$ cat src/rtl/mccu_pkg.sv
// Shared definitions for the multi-cycle MIPS control unit: state codes, op/func codes, select codes.
// Latency: none (types, constants and a pure function only).
// Backpressure: not applicable.
package mccu_pkg;

  typedef enum logic [2:0] {
    S_IF  = 3'b000,
    S_ID  = 3'b001,
    S_MEM = 3'b011,
    S_WB  = 3'b100,
    S_EXE = 3'b101,
    S_EXC = 3'b110
  } state_t;

  // Opcodes (IR[31:26])
  localparam logic [5:0] OP_RTYPE = 6'b000000;
  localparam logic [5:0] OP_ADDI  = 6'b001000;
  localparam logic [5:0] OP_ANDI  = 6'b001100;
  localparam logic [5:0] OP_ORI   = 6'b001101;
  localparam logic [5:0] OP_XORI  = 6'b001110;
  localparam logic [5:0] OP_LW    = 6'b100011;
  localparam logic [5:0] OP_SW    = 6'b101011;
  localparam logic [5:0] OP_BEQ   = 6'b000100;
  localparam logic [5:0] OP_BNE   = 6'b000101;
  localparam logic [5:0] OP_LUI   = 6'b001111;
  localparam logic [5:0] OP_J     = 6'b000010;
  localparam logic [5:0] OP_JAL   = 6'b000011;

  // R-type function codes (IR[5:0])
  localparam logic [5:0] FN_ADD = 6'b100000;
  localparam logic [5:0] FN_SUB = 6'b100010;
  localparam logic [5:0] FN_AND = 6'b100100;
  localparam logic [5:0] FN_OR  = 6'b100101;
  localparam logic [5:0] FN_XOR = 6'b100110;
  localparam logic [5:0] FN_SLL = 6'b000000;
  localparam logic [5:0] FN_SRL = 6'b000010;
  localparam logic [5:0] FN_SRA = 6'b000011;
  localparam logic [5:0] FN_JR  = 6'b001000;

  // ALU operation codes
  localparam logic [3:0] ALUC_ADD = 4'b0000;
  localparam logic [3:0] ALUC_AND = 4'b0001;
  localparam logic [3:0] ALUC_XOR = 4'b0010;
  localparam logic [3:0] ALUC_SLL = 4'b0011;
  localparam logic [3:0] ALUC_SUB = 4'b0100;
  localparam logic [3:0] ALUC_OR  = 4'b0101;
  localparam logic [3:0] ALUC_LUI = 4'b0110;
  localparam logic [3:0] ALUC_SRL = 4'b0111;
  localparam logic [3:0] ALUC_SRA = 4'b1111;

  // PC source select
  localparam logic [1:0] PC_ALU    = 2'b00;
  localparam logic [1:0] PC_BRANCH = 2'b01;
  localparam logic [1:0] PC_JR     = 2'b10;
  localparam logic [1:0] PC_JUMP   = 2'b11;

  // ALU B-operand select
  localparam logic [1:0] SRCB_REG    = 2'b00;
  localparam logic [1:0] SRCB_FOUR   = 2'b01;
  localparam logic [1:0] SRCB_IMM    = 2'b10;
  localparam logic [1:0] SRCB_BRANCH = 2'b11;

  // One-hot decoded instruction
  typedef struct packed {
    logic i_add;
    logic i_sub;
    logic i_and;
    logic i_or;
    logic i_xor;
    logic i_sll;
    logic i_srl;
    logic i_sra;
    logic i_jr;
    logic i_addi;
    logic i_andi;
    logic i_ori;
    logic i_xori;
    logic i_lw;
    logic i_sw;
    logic i_beq;
    logic i_bne;
    logic i_lui;
    logic i_j;
    logic i_jal;
  } insn_t;

  // Flags are one-hot, so OR-ing the codes yields the code of the decoded op;
  // branches compare by XOR, loads/stores/addi fall through to ADD.
  function automatic logic [3:0] aluc_of(insn_t i);
    logic [3:0] a;
    a = ALUC_ADD;
    if (i.i_sub)                          a = a | ALUC_SUB;
    if (i.i_and  | i.i_andi)              a = a | ALUC_AND;
    if (i.i_or   | i.i_ori)               a = a | ALUC_OR;
    if (i.i_xor  | i.i_xori)              a = a | ALUC_XOR;
    if (i.i_beq  | i.i_bne)               a = a | ALUC_XOR;
    if (i.i_sll)                          a = a | ALUC_SLL;
    if (i.i_srl)                          a = a | ALUC_SRL;
    if (i.i_sra)                          a = a | ALUC_SRA;
    if (i.i_lui)                          a = a | ALUC_LUI;
    return a;
  endfunction

endpackage

$ cat src/rtl/mccu_decode.sv
// Instruction decoder: op/func to one-hot instruction flags plus an illegal flag.
// Latency: combinational, zero cycles.
// Backpressure: none; follows IR directly.
module mccu_decode
  import mccu_pkg::*;
(
  input  logic [5:0] op,
  input  logic [5:0] func,
  output insn_t      insn,
  output logic       illegal
);

  logic r_type;
  assign r_type = (op == OP_RTYPE);

  // Match every supported op/func; anything unmatched is illegal.
  always_comb begin
    insn        = '0;
    insn.i_add  = r_type & (func == FN_ADD);
    insn.i_sub  = r_type & (func == FN_SUB);
    insn.i_and  = r_type & (func == FN_AND);
    insn.i_or   = r_type & (func == FN_OR);
    insn.i_xor  = r_type & (func == FN_XOR);
    insn.i_sll  = r_type & (func == FN_SLL);
    insn.i_srl  = r_type & (func == FN_SRL);
    insn.i_sra  = r_type & (func == FN_SRA);
    insn.i_jr   = r_type & (func == FN_JR);
    insn.i_addi = (op == OP_ADDI);
    insn.i_andi = (op == OP_ANDI);
    insn.i_ori  = (op == OP_ORI);
    insn.i_xori = (op == OP_XORI);
    insn.i_lw   = (op == OP_LW);
    insn.i_sw   = (op == OP_SW);
    insn.i_beq  = (op == OP_BEQ);
    insn.i_bne  = (op == OP_BNE);
    insn.i_lui  = (op == OP_LUI);
    insn.i_j    = (op == OP_J);
    insn.i_jal  = (op == OP_JAL);
    illegal     = ~(|insn);
  end

endmodule

$ cat src/rtl/mccu_ws.sv
// Multi-cycle MIPS control unit with memory wait states and bus timeout; MCCU_EXC_EN adds an EXC state.
// Latency: zero-wait j/jr/jal 2, branch 3, ALU 4, sw 4, lw 5 cycles; +1 per mem_ready=0 cycle.
// Backpressure: IF/MEM hold on mem_ready=0 up to TIMEOUT cycles, then abort to IF (EXC) with sticky bus_err.
module mccu_ws
  import mccu_pkg::*;
#(
  parameter int TIMEOUT = 15,
  parameter int CNT_W   = 4
) (
  input  logic       clock,
  input  logic       resetn,
  input  logic [5:0] op,
  input  logic [5:0] func,
  input  logic       z,
  input  logic       mem_ready,
  output logic       mem_req,
  output logic       wpc,
  output logic       wir,
  output logic       wmem,
  output logic       wreg,
  output logic       wmdr,
  output logic       iord,
  output logic       regrt,
  output logic       m2reg,
  output logic       shift,
  output logic       alusrca,
  output logic       jal,
  output logic       sext,
  output logic [1:0] alusrcb,
  output logic [1:0] pcsource,
  output logic [3:0] aluc,
  output logic       exc_sel,
  output logic       wepc,
  output logic       bus_err,
  output logic [2:0] state
);

`ifdef MCCU_EXC_EN
  localparam state_t FAULT_NEXT = S_EXC;
`else
  localparam state_t FAULT_NEXT = S_IF;
`endif

  state_t           state_q;
  state_t           state_d;
  logic [CNT_W-1:0] wait_cnt;
  logic             timeout;
  insn_t            insn;
  logic             illegal;

  mccu_decode u_decode (
    .op      (op),
    .func    (func),
    .insn    (insn),
    .illegal (illegal)
  );

  assign state   = state_q;
  assign mem_req = (state_q == S_IF) | (state_q == S_MEM);
  // Ready in the same cycle as the limit wins, so timeout requires ready low.
  assign timeout = mem_req & ~mem_ready & (wait_cnt == CNT_W'(TIMEOUT - 1));

  // State, wait counter and sticky bus error.
  always_ff @(posedge clock or negedge resetn) begin
    if (!resetn) begin
      state_q  <= S_IF;
      wait_cnt <= '0;
      bus_err  <= 1'b0;
    end else begin
      state_q  <= state_d;
      wait_cnt <= (mem_req & ~mem_ready & ~timeout) ? wait_cnt + 1'b1 : '0;
      if (timeout) begin
        bus_err <= 1'b1;
      end
    end
  end

  // Next state and datapath controls for the current state.
  always_comb begin
    state_d  = S_IF;
    wpc      = 1'b0;
    wir      = 1'b0;
    wmem     = 1'b0;
    wreg     = 1'b0;
    wmdr     = 1'b0;
    iord     = 1'b0;
    regrt    = 1'b0;
    m2reg    = 1'b0;
    shift    = 1'b0;
    alusrca  = 1'b0;
    jal      = 1'b0;
    sext     = 1'b1;
    alusrcb  = SRCB_REG;
    pcsource = PC_ALU;
    aluc     = ALUC_ADD;
    exc_sel  = 1'b0;
    wepc     = 1'b0;
    case (state_q)
      S_IF: begin
        alusrca = 1'b1;
        alusrcb = SRCB_FOUR;
        wpc     = mem_ready;
        wir     = mem_ready;
        state_d = mem_ready ? S_ID : S_IF;
      end
      S_ID: begin
        if (insn.i_j | insn.i_jal) begin
          pcsource = PC_JUMP;
          wpc      = 1'b1;
          jal      = insn.i_jal;
          wreg     = insn.i_jal;
          state_d  = S_IF;
        end else if (insn.i_jr) begin
          pcsource = PC_JR;
          wpc      = 1'b1;
          state_d  = S_IF;
        end else if (illegal) begin
          state_d = FAULT_NEXT;
        end else begin
          alusrca = 1'b1;
          alusrcb = SRCB_BRANCH;
          state_d = S_EXE;
        end
      end
      S_EXE: begin
        aluc = aluc_of(insn);
        sext = ~(insn.i_andi | insn.i_ori | insn.i_xori);
        if (insn.i_beq | insn.i_bne) begin
          pcsource = PC_BRANCH;
          wpc      = (insn.i_beq & z) | (insn.i_bne & ~z);
          state_d  = S_IF;
        end else if (insn.i_lw | insn.i_sw) begin
          alusrcb = SRCB_IMM;
          state_d = S_MEM;
        end else begin
          shift = insn.i_sll | insn.i_srl | insn.i_sra;
          if (insn.i_addi | insn.i_andi | insn.i_ori | insn.i_xori | insn.i_lui) begin
            alusrcb = SRCB_IMM;
          end
          state_d = S_WB;
        end
      end
      S_MEM: begin
        iord = 1'b1;
        wmem = insn.i_sw & mem_ready;
        wmdr = insn.i_lw & mem_ready;
        if (mem_ready) begin
          state_d = insn.i_lw ? S_WB : S_IF;
        end else begin
          state_d = S_MEM;
        end
      end
      S_WB: begin
        wreg    = 1'b1;
        m2reg   = insn.i_lw;
        regrt   = insn.i_lw | insn.i_addi | insn.i_andi | insn.i_ori | insn.i_xori | insn.i_lui;
        state_d = S_IF;
      end
`ifdef MCCU_EXC_EN
      S_EXC: begin
        wepc    = 1'b1;
        exc_sel = 1'b1;
        wpc     = 1'b1;
        state_d = S_IF;
      end
`endif
      default: begin
        state_d = S_IF;
      end
    endcase
    if (timeout) begin
      state_d = FAULT_NEXT;
    end
  end

endmodule

$ cat config.mk
export PLATFORM = sky130hd
export DESIGN_NAME = mccu_ws
export DESIGN_NICKNAME = d
export VERILOG_FILES = /design/src/rtl/mccu_pkg.sv /design/src/rtl/mccu_decode.sv /design/src/rtl/mccu_ws.sv
export SDC_FILE = /design/constraint.sdc
export NUM_CORES = 1
export LEC_CHECK = 0
export ABC_AREA = 0
export ABC_CLOCK_PERIOD_IN_PS = 5400
export BUFFER_PORTS_ARGS = -buffer_cell sky130_fd_sc_hd__buf_2
export CORE_MARGIN = 3
export CORE_UTILIZATION = 51
export CTS_BUF_LIST = sky130_fd_sc_hd__clkbuf_4 sky130_fd_sc_hd__clkbuf_8 sky130_fd_sc_hd__clkbuf_16
export CTS_CLUSTER_DIAMETER = 100
export DETAILED_ROUTE_END_ITERATION = 16
export PLACE_DENSITY = 0.89
export SLEW_MARGIN = 25
export SYNTH_ARGS = -nofsm -noshare
export SYNTH_HDL_FRONTEND = slang
export SYNTH_HIERARCHICAL = 1
export SYNTH_SLANG_ARGS = --single-unit
export TNS_END_PERCENT = 10
$ cat constraint.sdc
create_clock -name clock -period 5.4 [get_ports clock]
set_input_delay 0.81 -clock clock [delete_from_list [all_inputs] [get_ports clock]]
set_output_delay 0.81 -clock clock [all_outputs]
set_load 0.005 [all_outputs]
# After elaboration in Yosys (flattened, before gate mapping)
# Index checks and enable logic that the tools add are counted.
classes:
  add_sub_neg: 1
  eq_ne: 24
  muxes: 53
  bitwise_logic: 41
  n_reduce_logical: 4
ops:
  columns: ["op", "count"]
  rows:
  - ["6-bit equality test, second input constant", 7]
  - ["6-bit by 4-bit equality test with 1-bit output, second input constant", 6]
  - ["3-bit two-way mux", 12]
  - ["6-bit by 2-bit equality test with 1-bit output, second input constant", 4]
  - ["2-bit two-way mux", 11]
  - ["1-bit two-way mux", 21]
  - ["1-bit OR", 21]
  - ["20-bit OR reduction", 1]
  - ["1-bit AND", 16]
  - ["6-bit by 3-bit equality test with 1-bit output, second input constant", 2]
  - ["6-bit logical NOT", 2]
  - ["4-bit two-way mux", 3]
  - ["3-bit case mux with 4 select lines", 1]
  - ["3-bit equality test, second input constant", 2]
  - ["2-bit case mux with 3 select lines", 1]
  - ["4-bit by 1-bit adder with 4-bit output, second input constant", 1]
  - ["4-bit equality test, second input constant", 1]
  - ["1-bit inverter", 4]
  - ["1-bit case mux with 2 select lines", 2]
  - ["2-bit case mux with 2 select lines", 1]
  - ["3-bit by 1-bit equality test with 1-bit output, second input constant", 1]
  - ["3-bit by 2-bit equality test with 1-bit output, second input constant", 1]
  - ["3-bit logical NOT", 1]
  - ["1-bit case mux with 3 select lines", 1]
word_totals:
  ff_bits: 8
  in_bits: 16
  out_inout_bits: 27
  elab_cells: 126

# Logic depth before layout (Yosys ltp)
depth:
  ltp_word: 12
  depth_mapped: 7
  depth_no_buf: 7

# Hierarchy
# Netlist, hierarchy kept.
by_module_without_submodules:
  columns: ["module", "n_inst", "cells_per_inst", "area_each_um2", "seq_area_each_um2"]
  rows:
  - ["mccu_ws", 1, 83, 675.6, 200.2]
  - ["mccu_decode", 1, 52, 309.0, 0.0]

# Least setup slack after synthesis
# No wires, ideal clock.
synth_timing:
  kind: "input -> output"
  start: "in op[5]"
  end: "out alusrcb[1]"
  arrival_time_ps: 3060
  required_ps: 4590
  slack_ps: 1530
  stages: 7
  n_path_buf: 0
  path_cell_list: "or4_4 > or3_4 > a21oi_1 > a221oi_1 > or4_4 > or4b_4 > o21ai_0"
synth_via:
  elab_chain_cells: 9
  elab_cells_between_ends: 36
  cone_classes: "eq/ne: 11; mux: 7; bitwise: 16; reduce/logical: 2"
synth_lines:
  columns: ["item", "line_no", "rtl"]
  rows:
  - ["start, declared", "mccu_ws.sv:12", "input logic [5:0] op,"]
  - ["6-bit by 4-bit equality test with 1-bit output (on tied branches)", "mccu_decode.sv:28, mccu_decode.sv:29", null]
  - ["1-bit OR (4 in series)", "mccu_ws.sv:137", "if (insn.i_addi | insn.i_andi | insn.i_ori | insn.i_xori | insn.i_lui) begin"]
  - ["2-bit two-way mux", "mccu_ws.sv:137", null]
  - ["2-bit two-way mux", "mccu_ws.sv:132", "end else if (insn.i_lw | insn.i_sw) begin"]
  - ["2-bit two-way mux", "mccu_ws.sv:128", "if (insn.i_beq | insn.i_bne) begin"]
  - ["2-bit case mux with 3 select lines *", "mccu_ws.sv:98", "case (state_q)"]
  - ["end, declared", "mccu_ws.sv:29", "output logic [1:0] alusrcb,"]
# Every way passes the cells marked *; elsewhere a longest branch is shown, timed or not.

# Worst setup path after layout
# Same ends and word-level chain as after synthesis.

==> key figures <==
Cells and area
  – Layout cells sized above 1: 31.8%
  – Fin nets: 193
  – Commonest cells after routing, fill and taps aside: buf_2, nor2_1, inv_1, nand2_1, dfrtp_1
  – N_diodes: 0
  – Area growth syn-to-layout: 23.7%
  – Fillers: 159
  – Commonest non-fill, non-tap cell in the layout: buf_2

Global route
  – Global-route wire length before repair: 4.70 mm
  – Overall routing resource usage: 23.6%
  – Vias in the first global route: 1095
  – Initial antenna violation count: 0
  – Overflow after GRT: 0
  – Largest net degree at the start of global routing: 17

Power and ir drop
  – Worst IR drop on VDD: 0.157 mV
  – Power per Cell Area: 162 nW/um^2
  – Leak: 0.000613 uW

Detailed routing
  – Residual DRC: 0
  – Drt via density: 5.98
  – WL final: 2.74 mm
  – Via Count: 1185
  – Routed len/inst: 13.8 um
  – 1st-iter DRT viols: 25
  – 1st-pass router iterations: 4
  – Antenna-violating nets left: 0

STA
  – Final setup vio count: 0
  – Slew headroom: 59.5%
  – RSZ-0062 raised after global routing: false
  – Final hold vios: 0
  – Max Clk Rate: 0.237 GHz
  – Final period utilization: 78.0%
  – Setup Skew: 0.00204 ns
  – Worst setup margin: 1.19 ns
  – Slew @ Worst Pin: 0.600 ns
  – Minimum clock period: 4.21 ns
  – Final setup TNS: 0 ns
  – Final Max Tran Viols: 0

CTS
  – Post-CTS Hold Buffers: 0
  – Sinks on Clock Net: 8
  – Worst-path clk slew: 0.05 ns
  – H-tree depth: 1
  – Clock buffer depth: 2
  – Buffer count from post-CTS setup fixing: 0
  – Clock Latency Late Sink: 0.25 ns
  – Post-CTS sizing: 0
  – CTS buffer count: 3
  – CTS tree: yes
  – Root Buffer: clkbuf_4

Yosys
  – Gate Count Post-Synth: 134
  – Synth Cell Area: 976 sq um
  – Yosys warns: 6
  – Mean post-synth cell area: 7.28 sq um

Floorplan
  – Row count: 15
  – # IOs: 43
  – Die Wd: 49.7 um
  – Die H: 49.7 um
  – Die Area: 2470 sq um
  – Initial Util: 55.3%
  – Core area: 1760 sq um

Job
  – Number of max-cap violations: 0

Place
  – Dpl ws: 1.22 ns
  – Port Buffers: 40
  – Dpl hpwl: 2.25 mm
  – Routability Congestion: 0.907

Worst setup path
  – Crit path required time: 4.59 ns
  – Critical Path Source Type: primary input
  – CP Max Fanout: 5
  – Setup CP Type: in2out
  – Endpoint class of the critical path: output pin
  – Critical Path AT: 3.40 ns

Hold path
  – Worst min path class: in2async

Run status
  – Outcome: complete, no violations
routing by layer:
metal	wire (um)	global-route usage (%)	up-vias
met5	0	0	-
met4	6	6.91	0
met3	281	5.44	2
met2	1340	39.6	76
met1	1110	29.7	536
li1	-	-	571
cell type report:
cell class | instances | area (sq um) | share of cell area, %
tap | 25 | 31.3 | 2.59
sequential | 8 | 200 | 16.6
multi-input combinational | 114 | 723 | 59.9
clock buffer | 3 | 22.5 | 1.87
inverter | 8 | 30.0 | 2.49
timing repair buffer | 40 | 200 | 16.6
where the power goes:
group	internal (uW)	switching [uW]	total [uW]
clock network	25.3	18.9	44.2
registers	65.6	12.2	77.8
logic	32.8	40.2	73.0
total	124	71.4	195
worst max-delay path, stage by stage:
cell and delay (ns):
buf_2 0.13, or4_4 0.55, or3_4 0.41, a21oi_1 0.14
a221oi_1 0.07, or4_4 0.54, or4b_4 0.54, o21ai_0 0.09
buf_2 0.14
worst paths after layout:
path,slack (ns),end,from,cells after the start
setup / recovery,1.19,alusrcb[1],op[5],9
hold / removal,0.39,wait_cnt[3],resetn,1
setup reg to reg,3.80,wait_cnt[3],wait_cnt[0],5
hold reg to reg,0.45,bus_err,bus_err,1
max in group asynchronous,4.85,state[0],resetn,1
min in group clock,0.45,bus_err,bus_err,1
sequential cells by signal, summed over array words and instances, names as in the netlist:
register / flops
bus_err: 1
state: 3
wait_cnt: 4
through the flow:
step	util [%]	instance area (sq um)	hold WS (ns)	std cells	total power, uW
after floorplan	-	980	0.451	135	117
after global placement	67.2	1180	0.436	195	146
final	68.4	1210	0.386	198	195
after detailed placement	67.2	1180	0.442	195	150
after CTS	68.4	1210	0.379	198	197
after global routing	68.4	1210	0.379	198	212
Note: power is estimated with default switching activity, not from simulation.
